<file path="src/rtl/srl_stage_if.sv">
// -----------------------------------------------------------------------------
// srl_stage_if
//   Bundles the data/control/tap signals of the addressable shift-register
//   stage. Clock and reset stay as plain module ports.
//
//   Signals:
//     D    : serial data in (upstream block's registered Q)
//     CE   : shift enable
//     A    : tap address, 0 = newest bit
//     O    : combinational tap SR[A]
//     Q    : registered tap
//     QS   : serial out SR[DEPTH-1], for cascading
//     V    : tap A holds shifted-in data rather than INIT
//     FULL : every stage holds shifted-in data
//
//   Modports:
//     master : drives D/CE/A, observes the outputs (upstream / bench side)
//     slave  : the shift-register stage itself
// -----------------------------------------------------------------------------
interface srl_stage_if #(
    parameter int unsigned AW = 4
);
    logic          D;
    logic          CE;
    logic [AW-1:0] A;
    logic          O;
    logic          Q;
    logic          QS;
    logic          V;
    logic          FULL;

    modport master (
        output D, CE, A,
        input  O, Q, QS, V, FULL
    );

    modport slave (
        input  D, CE, A,
        output O, Q, QS, V, FULL
    );
endinterface

</file>
<file path="src/rtl/srl_stage.sv">
// -----------------------------------------------------------------------------
// srl_stage
//   Addressable shift-register stage fed by the LUT/MUX/FF block's Q output.
//   Delays D by a selectable number of cycles and tracks how far the chain has
//   been filled with real data since reset, so taps can be qualified.
//
//   Parameters:
//     DEPTH : number of shift stages (power of two, 2..32)
//     AW    : tap address width, log2(DEPTH)
//     INIT  : chain contents loaded on reset
//
//   Ports:
//     C   : clock, rising edge
//     R   : synchronous reset, active low (priority over CE)
//     bus : srl_stage_if slave modport (D, CE, A in; O, Q, QS, V, FULL out)
//
//   Only A reaches an output combinationally (O and V); D and CE act solely
//   through registered state.
// -----------------------------------------------------------------------------
module srl_stage #(
    parameter int unsigned      DEPTH = 16,
    parameter int unsigned      AW    = 4,
    parameter logic [DEPTH-1:0] INIT  = '0
) (
    input logic        C,
    input logic        R,
    srl_stage_if.slave bus
);

    // Fill counter needs AW+1 bits to represent DEPTH itself.
    localparam logic [AW:0] CNT_FULL = (AW+1)'(DEPTH);
    localparam logic [AW:0] CNT_LAST = (AW+1)'(DEPTH - 1);

    // Fill state, kept in step with the counter: FULL is entered on the
    // DEPTH-th enabled shift and left only through reset.
    typedef enum logic {
        ST_FILLING = 1'b0,
        ST_FULL    = 1'b1
    } state_t;

    state_t           r_state;
    state_t           w_state_nxt;
    logic [DEPTH-1:0] r_sr;
    logic [DEPTH-1:0] w_sr_nxt;
    logic [AW:0]      r_cnt;
    logic [AW:0]      w_cnt_nxt;
    logic             r_q;
    logic             w_tap;
    logic             w_valid;

    // Tap read of the current (pre-edge) chain contents.
    always_comb begin
        w_tap = r_sr[bus.A];
    end

    // A tap is valid once at least A+1 real bits have been shifted in.
    always_comb begin
        w_valid = (r_cnt > {1'b0, bus.A});
    end

    // Next-state / datapath logic.
    always_comb begin
        w_state_nxt = r_state;
        w_sr_nxt    = r_sr;
        w_cnt_nxt   = r_cnt;

        if (bus.CE) begin
            w_sr_nxt = {r_sr[DEPTH-2:0], bus.D};
            case (r_state)
                ST_FILLING: begin
                    w_cnt_nxt = r_cnt + 1'b1;
                    if (r_cnt == CNT_LAST) begin
                        w_state_nxt = ST_FULL;
                    end
                end
                ST_FULL: begin
                    // Saturate: further shifts keep the count at DEPTH.
                    w_cnt_nxt = CNT_FULL;
                end
                default: begin
                    w_state_nxt = ST_FILLING;
                end
            endcase
        end
    end

    // State registers. The registered tap samples every edge regardless of
    // CE, using the pre-edge chain and address.
    always_ff @(posedge C) begin
        if (!R) begin
            r_state <= ST_FILLING;
            r_sr    <= INIT;
            r_cnt   <= '0;
            r_q     <= 1'b0;
        end else begin
            r_state <= w_state_nxt;
            r_sr    <= w_sr_nxt;
            r_cnt   <= w_cnt_nxt;
            r_q     <= w_tap;
        end
    end

    assign bus.O    = w_tap;
    assign bus.Q    = r_q;
    assign bus.QS   = r_sr[DEPTH-1];
    assign bus.V    = w_valid;
    assign bus.FULL = (r_state == ST_FULL);

endmodule

</file>
<file path="src/flat_wrapper.sv">
// flat-port wrapper written by rule: the top's interface ports become plain ports
module srl_stage_flat 
#(
    parameter int unsigned      DEPTH = 16,
    parameter int unsigned      AW    = 4,
    parameter logic [DEPTH-1:0] INIT  = '0
)
  (C, R, bus_D, bus_CE, bus_A, bus_O, bus_Q, bus_QS, bus_V, bus_FULL);
  srl_stage_if #(.AW(AW)) bus_i ();
  input logic C;
  input logic R;
  input wire logic [$bits(bus_i.D)-1:0] bus_D;
  input wire logic [$bits(bus_i.CE)-1:0] bus_CE;
  input wire logic [$bits(bus_i.A)-1:0] bus_A;
  output wire logic [$bits(bus_i.O)-1:0] bus_O;
  output wire logic [$bits(bus_i.Q)-1:0] bus_Q;
  output wire logic [$bits(bus_i.QS)-1:0] bus_QS;
  output wire logic [$bits(bus_i.V)-1:0] bus_V;
  output wire logic [$bits(bus_i.FULL)-1:0] bus_FULL;
  assign bus_i.D = bus_D;
  assign bus_i.CE = bus_CE;
  assign bus_i.A = bus_A;
  assign bus_O = bus_i.O;
  assign bus_Q = bus_i.Q;
  assign bus_QS = bus_i.QS;
  assign bus_V = bus_i.V;
  assign bus_FULL = bus_i.FULL;
  srl_stage #(.DEPTH(DEPTH), .AW(AW), .INIT(INIT)) u_core (.C(C), .R(R), .bus(bus_i));
endmodule
</file>
<file path="config.mk">
export PLATFORM = sky130hd
export DESIGN_NAME = srl_stage_flat
export DESIGN_NICKNAME = d
export VERILOG_FILES = /design/src/rtl/srl_stage_if.sv /design/src/rtl/srl_stage.sv /design/src/flat_wrapper.sv
export SDC_FILE = /design/constraint.sdc
export NUM_CORES = 1
export LEC_CHECK = 0
export CAP_MARGIN = 20
export CORE_MARGIN = 4
export CORE_UTILIZATION = 54
export DETAILED_ROUTE_END_ITERATION = 12
export GPL_TIMING_DRIVEN = 1
export PLACE_DENSITY_LB_ADDON = 0.25
export SLEW_MARGIN = 20
export SYNTH_ARGS = -nofsm -noshare
export SYNTH_HDL_FRONTEND = slang
export SYNTH_SLANG_ARGS = --single-unit
</file>
<file path="constraint.sdc">
create_clock -name C -period 1.3 [get_ports C]
set_input_delay 0.13 -clock C [delete_from_list [all_inputs] [get_ports C]]
set_output_delay 0.13 -clock C [all_outputs]
set_load 0.02 [all_outputs]
</file>
======== Word-level counts from Yosys, hierarchy flattened ========
Index checks and enable logic that the tools add are counted.
word-level totals
  register bits ........................... 23
  bits in latches ......................... 0
  RAM bits ................................ 0
  bits in read-only memories .............. 0
  memories ................................ 0
cells by class
  add/subtract/negate cells ............... 1
  $mul .................................... 0
  div/mod/pow operators ................... 0
  magnitude comparators ................... 2
  eq/ne operators ......................... 1
  shift-type cells ........................ 0
  multiplexer cells ....................... 5
  bitwise logic cells ..................... 1
  reductions and logical operators ........ 0
operators by type and width
  kind                   number
  $pmux W5 S2            1
  $add A5 B1 Y5 const B  1
  $eq A5 B4 Y1 const B   1
  $gt A5 B4 Y1           1
  $lt A4 B5 Y1 const B   1
  $bmux W1 S4            1
  $mux W1                3
  $not A1 Y1             1

======== Depth between registers and ports, before layout ========
Gate-level depths: netlist (run 1).
  depth in word-level cells ............... 3
  mapped depth ............................ 6

======== Least setup slack after synthesis (run 1) ========
OpenSTA, ideal clock, no wires.
  path type ............................... register to output
  from .................................... register u_core.r_sr[15]
  to ...................................... output bus_O
  data arrival time ....................... 1197 ps
  required time ........................... 1170 ps
  setup slack ............................. -27 ps
  cell stages (with the launch flop) ...... 5
  path buffers ............................ 0
  cells stage by stage .................... dfxtp_1 > mux4_1 > nand2_1 > and3_1 > nor2_1
between the ends
  longest elaborated chain between the ends .. 2
ends and longest elaborated chain
  what                           line                text
  start, declared                srl_stage.sv:43     logic [DEPTH-1:0] r_sr;
  start signal, assigned         srl_stage.sv:97     r_sr <= w_sr_nxt;
  $bmux W1 S4                    srl_stage.sv:53     w_tap = r_sr[bus.A];
  $mux W1 (implied by the code)  srl_stage.sv:53
  end, declared                  flat_wrapper.sv:15  output wire logic [$bits(bus_i.O)-1:0] bus_O;
Every way passes these cells. The select of a mux whose other input is x is not followed.

======== Final worst setup path (run 1) ========
  from .................................... register u_core.r_sr[5]
  to ...................................... output bus_O
The elaborated chain is that of the path after synthesis.

==> results of run 1 <==
## sequential cells by signal, summed over array words and instances (netlist names)
signal and cells:
u_core.bus.FULL 1, u_core.bus.Q 1, u_core.r_cnt 5, u_core.r_sr 16
## cell usage after synthesis (all sizes together)
cell type / number
a31oi: 1
o21ai: 6
ha: 6
a22oi: 1
a21oi: 5
nor3b: 1
buf: 2
nor3: 1
nand4: 2
dfxtp: 23
nand2: 7
nor2b: 20
mux4: 4
clkbuf: 2
and2: 2
inv: 7
a21o: 1
mux2i: 16
nor2: 1
and3: 3
## per-layer routing
metal	wire (microns)	part of all wire (%)	global-route usage, %	vias to the layer above
met3	99	3.5	3.88	9
met1	1220	43	26.7	472
met5	0	0	0	-
li1	-	-	-	474
met2	1430	50	37.5	22
met4	99	3.5	15.8	0
## power groups by stage
stage	Sequential (uW)	Clock [uW]	Combinational, uW
after floorplan	742	0	98.9
after global placement	739	0	187
after detailed placement	739	0	195
after CTS	726	352	210
after global routing	728	403	233
final	727	357	215
## stage by stage
| step | cell area (sq um) | cells |
|---|---|---|
| 3_3_place_gp | 1510 | 176 |
| 3_5_place_dp | 1510 | 176 |
| 5_1_grt | 1640 | 183 |
| 6_report | 1640 | 183 |
| 4_1_cts | 1620 | 182 |
| 2_1_floorplan | 1150 | 111 |
## final cells by class
cell class / instances / share of cell area (%)
timing repair buffer: 45 / 22.2
sequential: 23 / 29.2
inverter: 7 / 1.60
tap: 27 / 2.06
clock buffer: 4 / 1.60
multi-input combinational: 77 / 43.4
## worst paths after layout
kind | startpoint | end | slack [ns]
setup / recovery | u_core.r_sr[5] | bus_O | -0.41
hold / removal | bus_D | u_core.r_sr[0] | 0.40
setup reg to reg | u_core.r_sr[15] | u_core.bus.Q | -0.01
hold reg to reg | u_core.r_cnt[4] | u_core.r_cnt[4] | 0.57
## worst register-to-register path: stages, from the launching register on
cell	delay (ns)
dfxtp_2	0.35
mux4_2	0.47
nand2_2	0.07
and3_4	0.19
buf_4	0.11
nor3b_2	0.03
## cells by family (layout without fill, tap and decap cells)
group / count (synthesis) / count (layout) / synth area share [%]
compound gates: 14 / 14 / 6.68
flops: 23 / 23 / 40.3
fa+ha+maj: 6 / 6 / 6.57
simple gates: 37 / 37 / 19.4
mux: 20 / 20 / 23.2
buf+inv: 11 / 56 / 3.83
## layout by cell type (no fill, tap or decap)
master           netlist  routed
buf_4                  0      32
nor2b_1               20      20
mux2i_1               16      16
dfxtp_2                0      14
dfxtp_1               23       9
nand2_1                7       6
ha_4                   0       5
inv_2                  2       4
a21oi_1                5       4
o21ai_1                5       4
mux4_2                 0       4
clkdlybuf4s50_1        0       4
dlygate4sd2_1          0       4
inv_1                  5       3
and3_4                 1       3
clkbuf_4               0       3
buf_6                  0       3
nand4_1                2       2
and2_1                 2       2
a21o_1                 1       1
nand2_2                0       1
nor2_2                 0       1
nor3b_2                1       1
o21ai_0                1       1
a21oi_2                0       1
a31oi_1                1       1
o21ai_2                0       1
a22oi_1                1       1
nor3_1                 1       1
ha_2                   0       1
clkbuf_1               2       1
clkbuf_2               0       1
clkdlybuf4s15_1        0       1
## repair_timing
| item | in CTS | in global routing |
|---|---|---|
| buffers inserted | 2 | 1 |
| hold buffers | 0 | 0 |
| pin swaps | 13 | 1 |
| gates cloned | 0 | 0 |
| gates resized for setup | 43 | 10 |
| endpoints found under the setup margin | 8 | 7 |
==> flow_metrics.env, run 1 <==
export IMPL_status="complete, but fails checks"
export IMPL_violations="setup timing"
export IMPL_cts_buffers=3
export IMPL_regArea_sq_um=478
export IMPL_cpMaxStageDelayCell="mux4_2"
export IMPL_tritoncts="done"
export IMPL_skew_ns=0.00362
export IMPL_fin_nets=171
export IMPL_tns_ns=-0.723
export IMPL_syn_mean_instance_area_sq_um=10.3
export IMPL_cap_viol_max_count=0
export IMPL_period_share_pct=131
export IMPL_synth_seq_area_share_pct=40.3
export IMPL_leakage_uw=0.000713
export IMPL_path_buf_inv=1
export IMPL_synthesis_nets=125
export IMPL_p_total_uw=1300
export IMPL_synth_distinct_cells=23
export IMPL_ir_worst_vdd_mv=0.893
export IMPL_clk_latency_ns=0.33
export IMPL_yosysWarnings=0
export IMPL_grt_pass1_wl_microns=4550
export IMPL_ant_nets=0
export IMPL_p_comb_share_pct=16.6
export IMPL_clkPwrFrac_pct=27.5
export IMPL_crit_type="register to output port"
export IMPL_pre_cts_ws_ns=-1.00
export IMPL_path_cells="mux4_2, nand2_1, and3_4, nor2_2, buf_6"
export IMPL_vias_per_cell=5.34
export IMPL_setup_viol=3
export IMPL_gp_congestion=0.814
export IMPL_timing_final_ws_setup_ns=-0.407
export IMPL_dieArea_sq_um=2920
export IMPL_rsz0062_at_grt="yes"
export IMPL_gr_total_overflow=0
export IMPL_die_w_microns=54.0
export IMPL_io_buffers=12
export IMPL_max_freq_ghz=0.586
export IMPL_timing_final_crit_period_ns=1.71
export IMPL_synth_seq_cells=23
export IMPL_synth_top_area_share_pct=40.3
export IMPL_synth_top_area_cell="dfxtp_1"
export IMPL_clockBufferDepth=2
export IMPL_power_density_nw_per_um2=793
export IMPL_route_detailed_drc=0
export IMPL_clkSlewWorstSetupHoldPaths_ns=0.14
export IMPL_synthTopCellsByArea="dfxtp_1 (40%), mux2i_1 (14%), nor2b_1 (11%)"
export IMPL_synthCells=111
export IMPL_grt_usage_pct=22.8
export IMPL_worst_pin_slew_ns=0.302
export IMPL_drt_wl_total_microns=2850
export IMPL_area_growth_pct=43.5
export IMPL_routed_via_count=977
export IMPL_cp_num_cells=5
export IMPL_worstHoldPathCells=3
export IMPL_r2r_cells=5
export IMPL_antenna_found_initial=0
export IMPL_clock_root_buffer="clkbuf_4"
export IMPL_routedWlPerCell_microns=15.6
export IMPL_coreArea_sq_um=1980
export IMPL_hold_worst_slack_ns=0.403
export IMPL_grt_pass1_vias=985
export IMPL_diodes=0
export IMPL_worstPathRequired_ns=1.17
export IMPL_min_path_type="primary input to register"
export IMPL_post_route_util_pct=82.7
export IMPL_crit_family="multiplexers"
export IMPL_fp_dieH_microns=54.0
export IMPL_cts_sinks=23
export IMPL_drt_pass1_iter_count=4
export IMPL_worstPathArrival_ns=1.58
export IMPL_drive_gt1_share_pct=48.1
export IMPL_critPathCaptureType="output port"
export IMPL_worst_path_largest_cell_delay_ns=0.47
export IMPL_htree_levels=1
export IMPL_cp_max_fo=2
export IMPL_slew_violations=0
export IMPL_initial_utilization_pct=57.6
export IMPL_p_int_uw=955
export IMPL_grt_max_degree=17
export IMPL_dp_hpwl_microns=1790
export IMPL_finalHoldViolCount=0
export IMPL_pwr_share_seq_pct=56.0
export IMPL_maxSlewHeadroom_pct=79.8
export IMPL_start_kind="register"
export IMPL_switching_share_pct=26.5
export IMPL_n_fill_cell=124
export IMPL_std_cell_rows=16
export IMPL_ios=13
export IMPL_synth_area_sq_um=1140
export IMPL_multi_input_area_sq_um=711
export IMPL_switchingPower_uw=345
export IMPL_initialDrtViolationCount=21
Note: power is estimated with default switching activity, not from simulation.
==> run 2: changes to the inputs <==
PLACE_DENSITY = 0.77   (was not set)
PLACE_DENSITY_LB_ADDON = not set   (was 0.25)
==> flow_metrics.env, run 2 (synthesis results as in run 1) <==
export IMPL_crit_type="register to output port"
export IMPL_cap_viol_max_count=0
export IMPL_clk_latency_ns=0.31
export IMPL_std_cell_rows=16
export IMPL_initialDrtViolationCount=24
export IMPL_routedWlPerCell_microns=18.1
export IMPL_die_w_microns=54.0
export IMPL_skew_ns=0.00417
export IMPL_period_share_pct=130
export IMPL_regArea_sq_um=482
export IMPL_dieArea_sq_um=2920
export IMPL_start_kind="register"
export IMPL_ios=13
export IMPL_worstPathRequired_ns=1.17
export IMPL_leakage_uw=0.000748
export IMPL_cts_buffers=3
export IMPL_dp_hpwl_microns=2100
export IMPL_htree_levels=1
export IMPL_top_register="u_core.r_sr"
export IMPL_status="complete, but fails checks"
export IMPL_slew_violations=0
export IMPL_ant_nets=0
export IMPL_final_common_cell="buf_4"
export IMPL_maxSlewHeadroom_pct=80.1
export IMPL_coreArea_sq_um=1980
export IMPL_cts_sinks=23
export IMPL_area_growth_pct=48.1
export IMPL_min_path_type="primary input to register"
export IMPL_fin_nets=176
export IMPL_multi_input_area_sq_um=728
export IMPL_timing_final_ws_setup_ns=-0.392
export IMPL_clock_root_buffer="clkbuf_4"
export IMPL_clockBufferDepth=2
export IMPL_max_freq_ghz=0.591
export IMPL_drive_gt1_share_pct=51.6
export IMPL_post_route_util_pct=85.4
export IMPL_grt_usage_pct=27.0
export IMPL_tritoncts="done"
export IMPL_power_density_nw_per_um2=772
export IMPL_initial_utilization_pct=57.6
export IMPL_timing_final_crit_period_ns=1.69
export IMPL_reg_top3="u_core.r_sr: 16 flops, u_core.r_cnt: 5 flops"
export IMPL_drt_wl_total_microns=3400
export IMPL_routed_via_count=1041
export IMPL_drt_pass1_iter_count=4
export IMPL_postCtsHoldBufs=0
export IMPL_cp_max_fo=2
export IMPL_critPathCaptureType="output port"
export IMPL_grt_pass1_wl_microns=5440
export IMPL_antenna_found_initial=0
export IMPL_setup_viol=3
export IMPL_grt_pass1_vias=1137
export IMPL_worst_pin_slew_ns=0.298
export IMPL_rsz0062_at_grt="yes"
export IMPL_vias_per_cell=5.54
export IMPL_gp_congestion=0.741
export IMPL_diodes=0
export IMPL_final_cell_mix="buf_4 (38), nor2b_1 (20), mux2i_1 (16)"
export IMPL_clkSlewWorstSetupHoldPaths_ns=0.13
export IMPL_gr_total_overflow=0
export IMPL_n_fill_cell=99
export IMPL_ir_worst_vdd_mv=0.712
export IMPL_route_detailed_drc=0
export IMPL_largest_reg_flops=16
export IMPL_worstPathArrival_ns=1.56
export IMPL_grt_max_degree=17
export IMPL_pre_cts_ws_ns=-1.04
export IMPL_finalHoldViolCount=0
export IMPL_io_buffers=12
export IMPL_violations="setup timing"
export IMPL_fp_dieH_microns=54.0
[run 2: final timing paths]
path | startpoint | endpoint | slack [ns] | depth (start not counted)
setup reg to reg | u_core.r_sr[0] | u_core.bus.Q | -0.10 | 6
hold / removal | bus_D | u_core.r_sr[0] | 0.42 | 3
setup / recovery | u_core.r_sr[0] | bus_O | -0.39 | 5
hold reg to reg | u_core.r_sr[7] | u_core.r_sr[7] | 0.63 | 3
[run 2: through the flow]
step,hold slack [ns],instance area (sq um),cells,TNS (ns),power (uW)
2_1_floorplan,0.258,1150,111,0,841
3_3_place_gp,0.526,1520,178,-2.29,928
3_5_place_dp,0.547,1520,178,-2.78,937
4_1_cts,0.390,1660,186,-0.624,1280
5_1_grt,0.421,1690,188,-0.949,1360
6_report,0.422,1690,188,-0.826,1310
[run 2: per-layer routing]
layer	up-vias	global-route usage (%)	wire (microns)
met1	497	28.7	1360
met3	16	4.99	193
met5	-	0	0
li1	489	-	-
met4	0	17.0	136
met2	39	48.4	1710
[run 2: where the power goes]
group          switching [uW]  total, uW  internal, uW
sequential               11.4        728           717
clock                     217        337           120
combinational             113        241           128
[run 2: worst max-delay path: stages, from the launching register on]
cell and delay [ns]:
dfxtp_2 0.36, mux4_2 0.47, nand2_2 0.08, and3_4 0.18, nor2_2 0.04, buf_6 0.12
[run 2: final cells by class]
cell class,count,area share (%)
multi-input combinational,77,43.0
sequential,23,28.5
timing repair buffer,50,23.4
tap,27,2.00
clock buffer,4,1.55
inverter,7,1.55
[run 2: what timing repair did]
item | CTS | global route
gates resized for setup | 46 | 11
setup endpoints to repair | 8 | 6
pin swaps | 12 | 4
buffers inserted | 4 | 2
